===== config.mk =====
export PLATFORM = sky130hd
export DESIGN_NAME = pipe_delay
export DESIGN_NICKNAME = d
export VERILOG_FILES = /design/src/rtl/pipe_delay.sv
export SDC_FILE = /design/constraint.sdc
export NUM_CORES = 1
export LEC_CHECK = 0
export CAP_MARGIN = 25
export CORE_AREA = 2 2 39 41
export DETAILED_ROUTE_END_ITERATION = 8
export DIE_AREA = 0 0 41 43
export PLACE_DENSITY = 0.52
export SYNTH_ARGS = -nofsm -noshare
export SYNTH_HDL_FRONTEND = slang
export SYNTH_SLANG_ARGS = --single-unit

===== constraint.sdc =====
create_clock -name clk -period 0.8 [get_ports clk]
set_input_delay 0.24 -clock clk [delete_from_list [all_inputs] [get_ports clk]]
set_output_delay 0.24 -clock clk [all_outputs]
set_load 0.1 [all_outputs]

===== src/rtl/pipe_delay.sv =====
// Fixed-depth shift register with a valid bit.
// Keeps sideband data aligned with a memory's read latency.
module pipe_delay #(
  parameter int unsigned Width = 8,
  parameter int unsigned Depth = 1
) (
  input  logic             clk,
  input  logic             rst_n,
  input  logic             in_valid,
  input  logic [Width-1:0] in_data,
  output logic             out_valid,
  output logic [Width-1:0] out_data
);

  logic [Depth-1:0] valid_q;
  logic [Width-1:0] data_q [Depth];

  always_ff @(posedge clk) begin
    if (!rst_n) begin
      valid_q <= '0;
      for (int i = 0; i < int'(Depth); i++) begin
        data_q[i] <= '0;
      end
    end else begin
      valid_q[0] <= in_valid;
      data_q[0]  <= in_data;
      for (int i = 1; i < int'(Depth); i++) begin
        valid_q[i] <= valid_q[i-1];
        data_q[i]  <= data_q[i-1];
      end
    end
  end

  assign out_valid = valid_q[Depth-1];
  assign out_data  = data_q[Depth-1];

endmodule


==> results.toml, run 1 <==
[cells_and_area]
nets = 53
drive_gt1_share_pct = 51.2
final_util_pct = 43.0
finalInstanceArea_um2 = 596
diodes = 0
syn_to_final_growth_pct = 152
final_cells = 57

[die]
die_w_um = 41
num_io_pins = 20
dieArea_um2 = 1760
fp.coreArea_um2 = 1380
initial_utilization_pct = 17.1
rows = 14
die_y_um = 43

[synthesis]
yosys.area.top_type = "dfxtp_1"
async_flop_share_pct = 0
synth_commonest_cells = "and2_1, dfxtp_1"
yosysWarnings = 0
synthesis.area_um2 = 236
synth_area_leaders = "dfxtp_1, and2_1"
ys_ff_latch = 9
ys_seq_area_share_pct = 76.2
ys_types = 2
synth-edff-count = 0
syn_avg_cell_area_um2 = 13.1
synthFlopType = "dfxtp_1"
syn_nets = 29
yosysTopAreaCellShare_pct = 76.2
synthCells = 18

[timing]
min_period_over_period_pct = 127
rsz0062_at_grt = "yes"
setup_viol = 9
finalHoldViolations = 0
drv_slew = 0
timing.hold.ws_ps = 462
final.setup.worst_slack_ps = -214
period_minus_slack_ps = 1010
max_freq_ghz = 0.986
maxSlewHeadroom_pct = 86.8
worst_pin_slew_ps = 199
fin_setup_tns_ps = -1880

[critical_path]
crit_required_ps = 560
arrival_ps = 770
path_class = "reg2out"
cp_num_buf_inv = 1
critPathCaptureType = "primary output"
crit_path_cell_trace = "buf_12"
crit_fanout = 1
slowest_delay_ps = 350
critPathTopFamily = "flip-flops"
slowest_stage = "dfxtp_4"
start_kind = "flop"

[min_path]
min_path_type = "in2reg"

[power_and_ir_drop]
power.total_mw = 1.16
p_leak_nw = 0.239
powerDensity_nw_per_um2 = 1950
ir_worst_vdd_mv = 0.694

[clock_tree]
cts_buffers = 3
cts.sinks = 9
cts_setup_buffers = 0
h-tree-depth = 1
clock_path_buffers = 2
clk_pin_slew_ps = 60
tritoncts = "built"
cts_root_buf = "clkbuf_4"

[drt]
num_vias = 209
wl_um = 589
remaining_drc_errors = 0
firstDrtPassIters = 2
avgRoutedWirePerCell_um = 10.3
drtAntennaViolNets = 0
drtIter0Drc = 2
detail_route.vias_per_cell = 3.67

[status]
status = "complete, but fails checks"
violations = "setup timing"

[global_route]
grt_pass1_wl_um = 979
antenna_found_initial = 0
grt_pass1_vias = 204
grt_usage_pct = 9.67
grt_max_degree = 10
globalRouteOverflowTotal = 0

[job]
maxCapViolations = 0

[place]
dpl_cell_area_um2 = 571
place_congestion = 0.617
pre_cts_ws_ps = -290
dp.cells = 53
portBuffers = 19
## report_power, final
group,internal [mW],switching [mW]
clock,0.192,0.149
sequential,0.460,0.0195
combinational,0.142,0.199
## cell families after synthesis
group / synth area share [%]
DFF: 76.2
and+or+nand+nor: 23.8
## cells in the final DEF (no fill, tap or decap)
master / netlist / layout
and2_1: 9 / 9
buf_12: 0 / 9
clkbuf_4: 0 / 3
clkdlybuf4s50_1: 0 / 9
clkbuf_1: 0 / 1
dlygate4sd2_1: 0 / 1
dfxtp_4: 0 / 9
## per-layer routing
| metal | routed length [um] | up-vias | GRT usage [%] | part of all wire [%] |
|---|---|---|---|---|
| met1 | 199 | 87 | 9.42 | 34 |
| met3 | 123 | 2 | 9.95 | 21 |
| li1 | - | 100 | - | - |
| met2 | 262 | 20 | 11.3 | 44 |
| met4 | 4 | 0 | 8.00 | 0.68 |
| met5 | 0 | - | 0 | 0 |
## path summary, 6_finish.rpt
kind / from / to / depth (start not counted)
worst min-delay path: rst_n / data_q[0][4] / 2
worst max-delay path: data_q[0][4] / out_data[4] / 1
## layout make-up
| type | instances | area, um^2 |
|---|---|---|
| multi-input combinational | 9 | 56.3 |
| sequential | 9 | 214 |
| tap | 16 | 20.0 |
| fill | 132 | 788 |
| clock buffer | 4 | 26.3 |
| timing repair buffer | 19 | 279 |
## sequential cells by signal (all words and copies together), names as in the netlist
| name | cells |
|---|---|
| out_valid | 1 |
| data_q | 8 |
## timing repair
action	CTS	global route
hold buffers	0	0
resized for setup	1	0
endpoints found under the setup margin	10	9
(Power assumes the default switching activity.)
==> run 2: changes to the inputs <==
--- a/config.mk
+++ b/config.mk
@@ -6,10 +6,12 @@
 export NUM_CORES = 1
 export LEC_CHECK = 0
 export CAP_MARGIN = 25
-export CORE_AREA = 2 2 39 41
+export CELL_PAD_IN_SITES_DETAIL_PLACEMENT = 0
+export CELL_PAD_IN_SITES_GLOBAL_PLACEMENT = 2
+export CORE_MARGIN = 2
+export CORE_UTILIZATION = 16
 export DETAILED_ROUTE_END_ITERATION = 8
-export DIE_AREA = 0 0 41 43
-export PLACE_DENSITY = 0.52
+export PLACE_DENSITY = 0.76
 export SYNTH_ARGS = -nofsm -noshare
 export SYNTH_HDL_FRONTEND = slang
 export SYNTH_SLANG_ARGS = --single-unit
==> run 2 against run 1 <==
Against the previous run:
- the run still ends with setup timing left
- total power is 1.2% lower
- cell count is 1.8% lower
- largest cell class unchanged
- die area is 2.2% higher
- cell area is 0.21% lower
- critical path depth stayed put
- combinational power hardly changed
- routed wire length is 5.8% lower
- fmax is 1.1% higher
- clock power is 4% lower
- utilization is 1.5 points higher
- sequential power hardly changed
- count of clock-buffer cells in the layout stayed put
==> results.toml, run 2 (synthesized netlist as in run 1, its figures left out) <==
[critical_path]
crit_required_ps = 560
critPathTopFamily = "flip-flops"
arrival_ps = 760
critPathCaptureType = "primary output"
slowest_delay_ps = 350
crit_fanout = 1
slowest_stage = "dfxtp_4"
start_kind = "flop"
path_class = "reg2out"
crit_path_cell_trace = "buf_12"
cp_num_buf_inv = 1

[die]
num_io_pins = 20
initial_utilization_pct = 17.7
dieArea_um2 = 1800
fp.coreArea_um2 = 1330
rows = 13
die_w_um = 42.4
die_y_um = 42.4

[clock_tree]
clk_pin_slew_ps = 60
cts.sinks = 9
cts_buffers = 3
h-tree-depth = 1
tritoncts = "built"
clock_path_buffers = 2
cts_setup_buffers = 0
cts_root_buf = "clkbuf_4"

[place]
place_congestion = 0.662
dp.cells = 52
portBuffers = 19

[power_and_ir_drop]
p_leak_nw = 0.239
ir_worst_vdd_mv = 0.922
power.total_mw = 1.15
powerDensity_nw_per_um2 = 1930

[timing]
final.setup.worst_slack_ps = -204
maxSlewHeadroom_pct = 87.1
drv_slew = 0
finalHoldViolations = 0
max_freq_ghz = 0.996
period_minus_slack_ps = 1000
fin_setup_tns_ps = -1810
setup_viol = 9
min_period_over_period_pct = 125
timing.hold.ws_ps = 466
rsz0062_at_grt = "yes"
worst_pin_slew_ps = 194

[cells_and_area]
final_cells = 56
largest_reg_flops = 8
top_register = "data_q"
diodes = 0
syn_to_final_growth_pct = 151
drive_gt1_share_pct = 51.2
nets = 53
layout_common_cells = "and2_1, dfxtp_4, clkdlybuf4s50_1, buf_12, clkbuf_4"

[drt]
num_vias = 200
wl_met2_um = 261
top_layer = "met3"
detail_route.vias_per_cell = 3.57
drtAntennaViolNets = 0
drtIter0Drc = 1
avgRoutedWirePerCell_um = 9.91
met1_length_um = 200
wl_um = 555
firstDrtPassIters = 2
remaining_drc_errors = 0
wl_met3_um = 93

[global_route]
grt_usage_pct = 6.88
grt_pass1_wl_um = 883
antenna_found_initial = 0
grt_pass1_vias = 209
globalRouteOverflowTotal = 0
grt_max_degree = 10

[min_path]
min_path_type = "in2reg"
min_to = "data_q[0][2]"
min_from = "rst_n"
min_delay_path_depth = 2

[status]
violations = "setup timing"
status = "complete, but fails checks"

[job]
maxCapViolations = 0
run 2: cell type report:
| type | instances | area (um^2) |
|---|---|---|
| sequential | 9 | 214 |
| timing repair buffer | 19 | 279 |
| multi-input combinational | 9 | 56.3 |
| fill | 133 | 739 |
| tap | 15 | 18.8 |
| clock buffer | 4 | 26.3 |
run 2: power breakdown:
group | switching (mW) | leakage [nW] | internal, mW
logic | 0.198 | 0.143 | 0.142
registers | 0.0194 | 0.0802 | 0.460
clock network | 0.137 | 0.0150 | 0.191
total | 0.354 | 0.239 | 0.793
run 2: what timing repair did:
| item | CTS | global route |
|---|---|---|
| gates resized for setup | 1 | 0 |
| hold buffers | 0 | 0 |
| endpoints found under the setup margin | 10 | 9 |
run 2: routing by layer:
metal	vias up	global-route usage [%]
met5	-	0
met4	0	5.63
met3	0	3.45
met2	17	10.8
met1	84	6.72
li1	99	-
run 2: how the worst max path moves through the flow:
stage | cells after the start | slack, ps | startpoint | endpoint
floorplan | 0 | 60 | data_q[0][0] | out_data[0]
global placement | 2 | -250 | rst_n | data_q[0][6]
detailed placement | 2 | -280 | rst_n | data_q[0][6]
CTS | 1 | -220 | data_q[0][7] | out_data[7]
global route | 1 | -240 | data_q[0][2] | out_data[2]
finish | 1 | -200 | data_q[0][5] | out_data[5]
run 2: per-stage QoR:
step	instance area (um^2)	util [%]	setup WS [ps]
2_1_floorplan	270	-	56.2
6_report	594	44.6	-204
3_3_place_gp	569	42.7	-254
5_1_grt	594	44.6	-237
3_5_place_dp	569	42.7	-282
4_1_cts	594	44.6	-221
==> run 3: changes to the inputs <==
--- a/config.mk
+++ b/config.mk
@@ -9,9 +9,11 @@
 export CELL_PAD_IN_SITES_DETAIL_PLACEMENT = 0
 export CELL_PAD_IN_SITES_GLOBAL_PLACEMENT = 2
 export CORE_MARGIN = 2
-export CORE_UTILIZATION = 16
+export CORE_UTILIZATION = 18
+export CTS_BUF_LIST = sky130_fd_sc_hd__clkbuf_2 sky130_fd_sc_hd__clkbuf_4 sky130_fd_sc_hd__clkbuf_8
 export DETAILED_ROUTE_END_ITERATION = 8
-export PLACE_DENSITY = 0.76
+export PLACE_DENSITY = 0.83
+export SKIP_CTS_REPAIR_TIMING = 1
 export SYNTH_ARGS = -nofsm -noshare
 export SYNTH_HDL_FRONTEND = slang
 export SYNTH_SLANG_ARGS = --single-unit
==> run 3 against run 2 <==
Against the previous run:
- the run still ends with setup timing left
- critical path type unchanged
- critical endpoint is now out_data[1]
- cell area increased by 1.3%
- critical path depth unchanged
- largest cell class unchanged
- sequential share of layout area shrank 0.45 points
- fmax decreased by 0.68%
==> results.toml, run 3 (synthesized netlist as in run 1, its figures left out) <==
[timing]
fin_setup_tns_ps = -1820
worst_pin_slew_ps = 216
rsz0062_at_grt = "yes"
finalHoldViolations = 0
min_period_over_period_pct = 126
setup_viol = 9
max_freq_ghz = 0.990
period_minus_slack_ps = 1010
maxSlewHeadroom_pct = 85.6
drv_slew = 0
final.setup.worst_slack_ps = -210

[drt]
drtAntennaViolNets = 0
remaining_drc_errors = 0
avgRoutedWirePerCell_um = 8.95
num_vias = 197
wl_um = 501
detail_route.vias_per_cell = 3.52
firstDrtPassIters = 1
drtIter0Drc = 0

[critical_path]
path_class = "reg2out"
start_kind = "flop"
crit_fanout = 1
critPathTopFamily = "flip-flops"
crit_path_cell_trace = "buf_12"
cp_num_buf_inv = 1
critPathCaptureType = "primary output"
slowest_delay_ps = 350
slowest_stage = "dfxtp_4"
crit_required_ps = 560
arrival_ps = 770

[job]
maxCapViolations = 0

[global_route]
antenna_found_initial = 0
grt_max_degree = 10
grt_pass1_vias = 202
grt_usage_pct = 9.20
globalRouteOverflowTotal = 0
grt_pass1_wl_um = 834

[cells_and_area]
syn_to_final_growth_pct = 154
nets = 53
diodes = 0
largest_reg_flops = 8
top_register = "data_q"
fillers = 123
drive_gt1_share_pct = 53.7
layout_common_cells = "and2_1, dfxtp_4, clkdlybuf4s50_1, buf_12, clkbuf_4"

[clock_tree]
clk_pin_slew_ps = 60
cts_buffers = 3
cts_root_buf = "clkbuf_4"
cts.sinks = 9
clock_path_buffers = 2
tritoncts = "built"
h-tree-depth = 1

[power_and_ir_drop]
powerDensity_nw_per_um2 = 1970
ir_worst_vdd_mv = 0.839
p_leak_nw = 0.250
power.total_mw = 1.19

[die]
fp.coreArea_um2 = 1270
die_y_um = 40.2
rows = 13
num_io_pins = 20
dieArea_um2 = 1620
initial_utilization_pct = 18.6
die_w_um = 40.2

[place]
place_congestion = 0.556
pre_cts_ws_ps = -286
portBuffers = 19

[status]
status = "complete, but fails checks"
violations = "setup timing"

[min_path]
min_path_type = "in2reg"
-- run 3: cell types whose count changed in the layout (fill, tap and decap cells not counted) --
cell,change
clkbuf_1,-1
dlymetal6s2s_1,+1
clkbuf_4,+1
dlygate4sd2_1,-1
-- run 3: per-layer routing --
| layer | share of wire (%) | global-route usage, % | up-vias |
|---|---|---|---|
| met5 | 0 | 0 | - |
| met4 | 0 | 10.0 | 0 |
| met3 | 20 | 6.67 | 0 |
| met2 | 47 | 12.5 | 16 |
| met1 | 32 | 8.39 | 81 |
| li1 | - | - | 100 |
-- run 3: per-stage QoR --
step,instances,hold slack [ps],util (%),instance area [um^2]
after floorplan,18,361,-,270
after global placement,52,721,44.9,569
after detailed placement,52,721,44.9,569
after CTS,56,530,47.2,599
final,56,361,47.4,602
after global routing,56,387,47.4,602
-- run 3: final cells by class --
type | instances | area (um^2) | share of cell area, %
clock buffers | 4 | 30.0 | 4.99
multi-input cells | 9 | 56.3 | 9.36
flip-flops and latches | 9 | 214 | 35.6
well taps | 15 | 18.8 | 3.12
repair buffers | 19 | 283 | 47.0
-- run 3: final timing paths --
kind  slack, ps  cells after the start          from            to
max        -210                      1  data_q[0][1]   out_data[1]
min         360                      2         rst_n  data_q[0][1]
-- run 3: where the power goes --
part / leakage [nW] / switching, mW / internal, mW
Combinational: 0.151 / 0.198 / 0.143
Clock: 0.0184 / 0.140 / 0.225
Sequential: 0.0802 / 0.0189 / 0.460
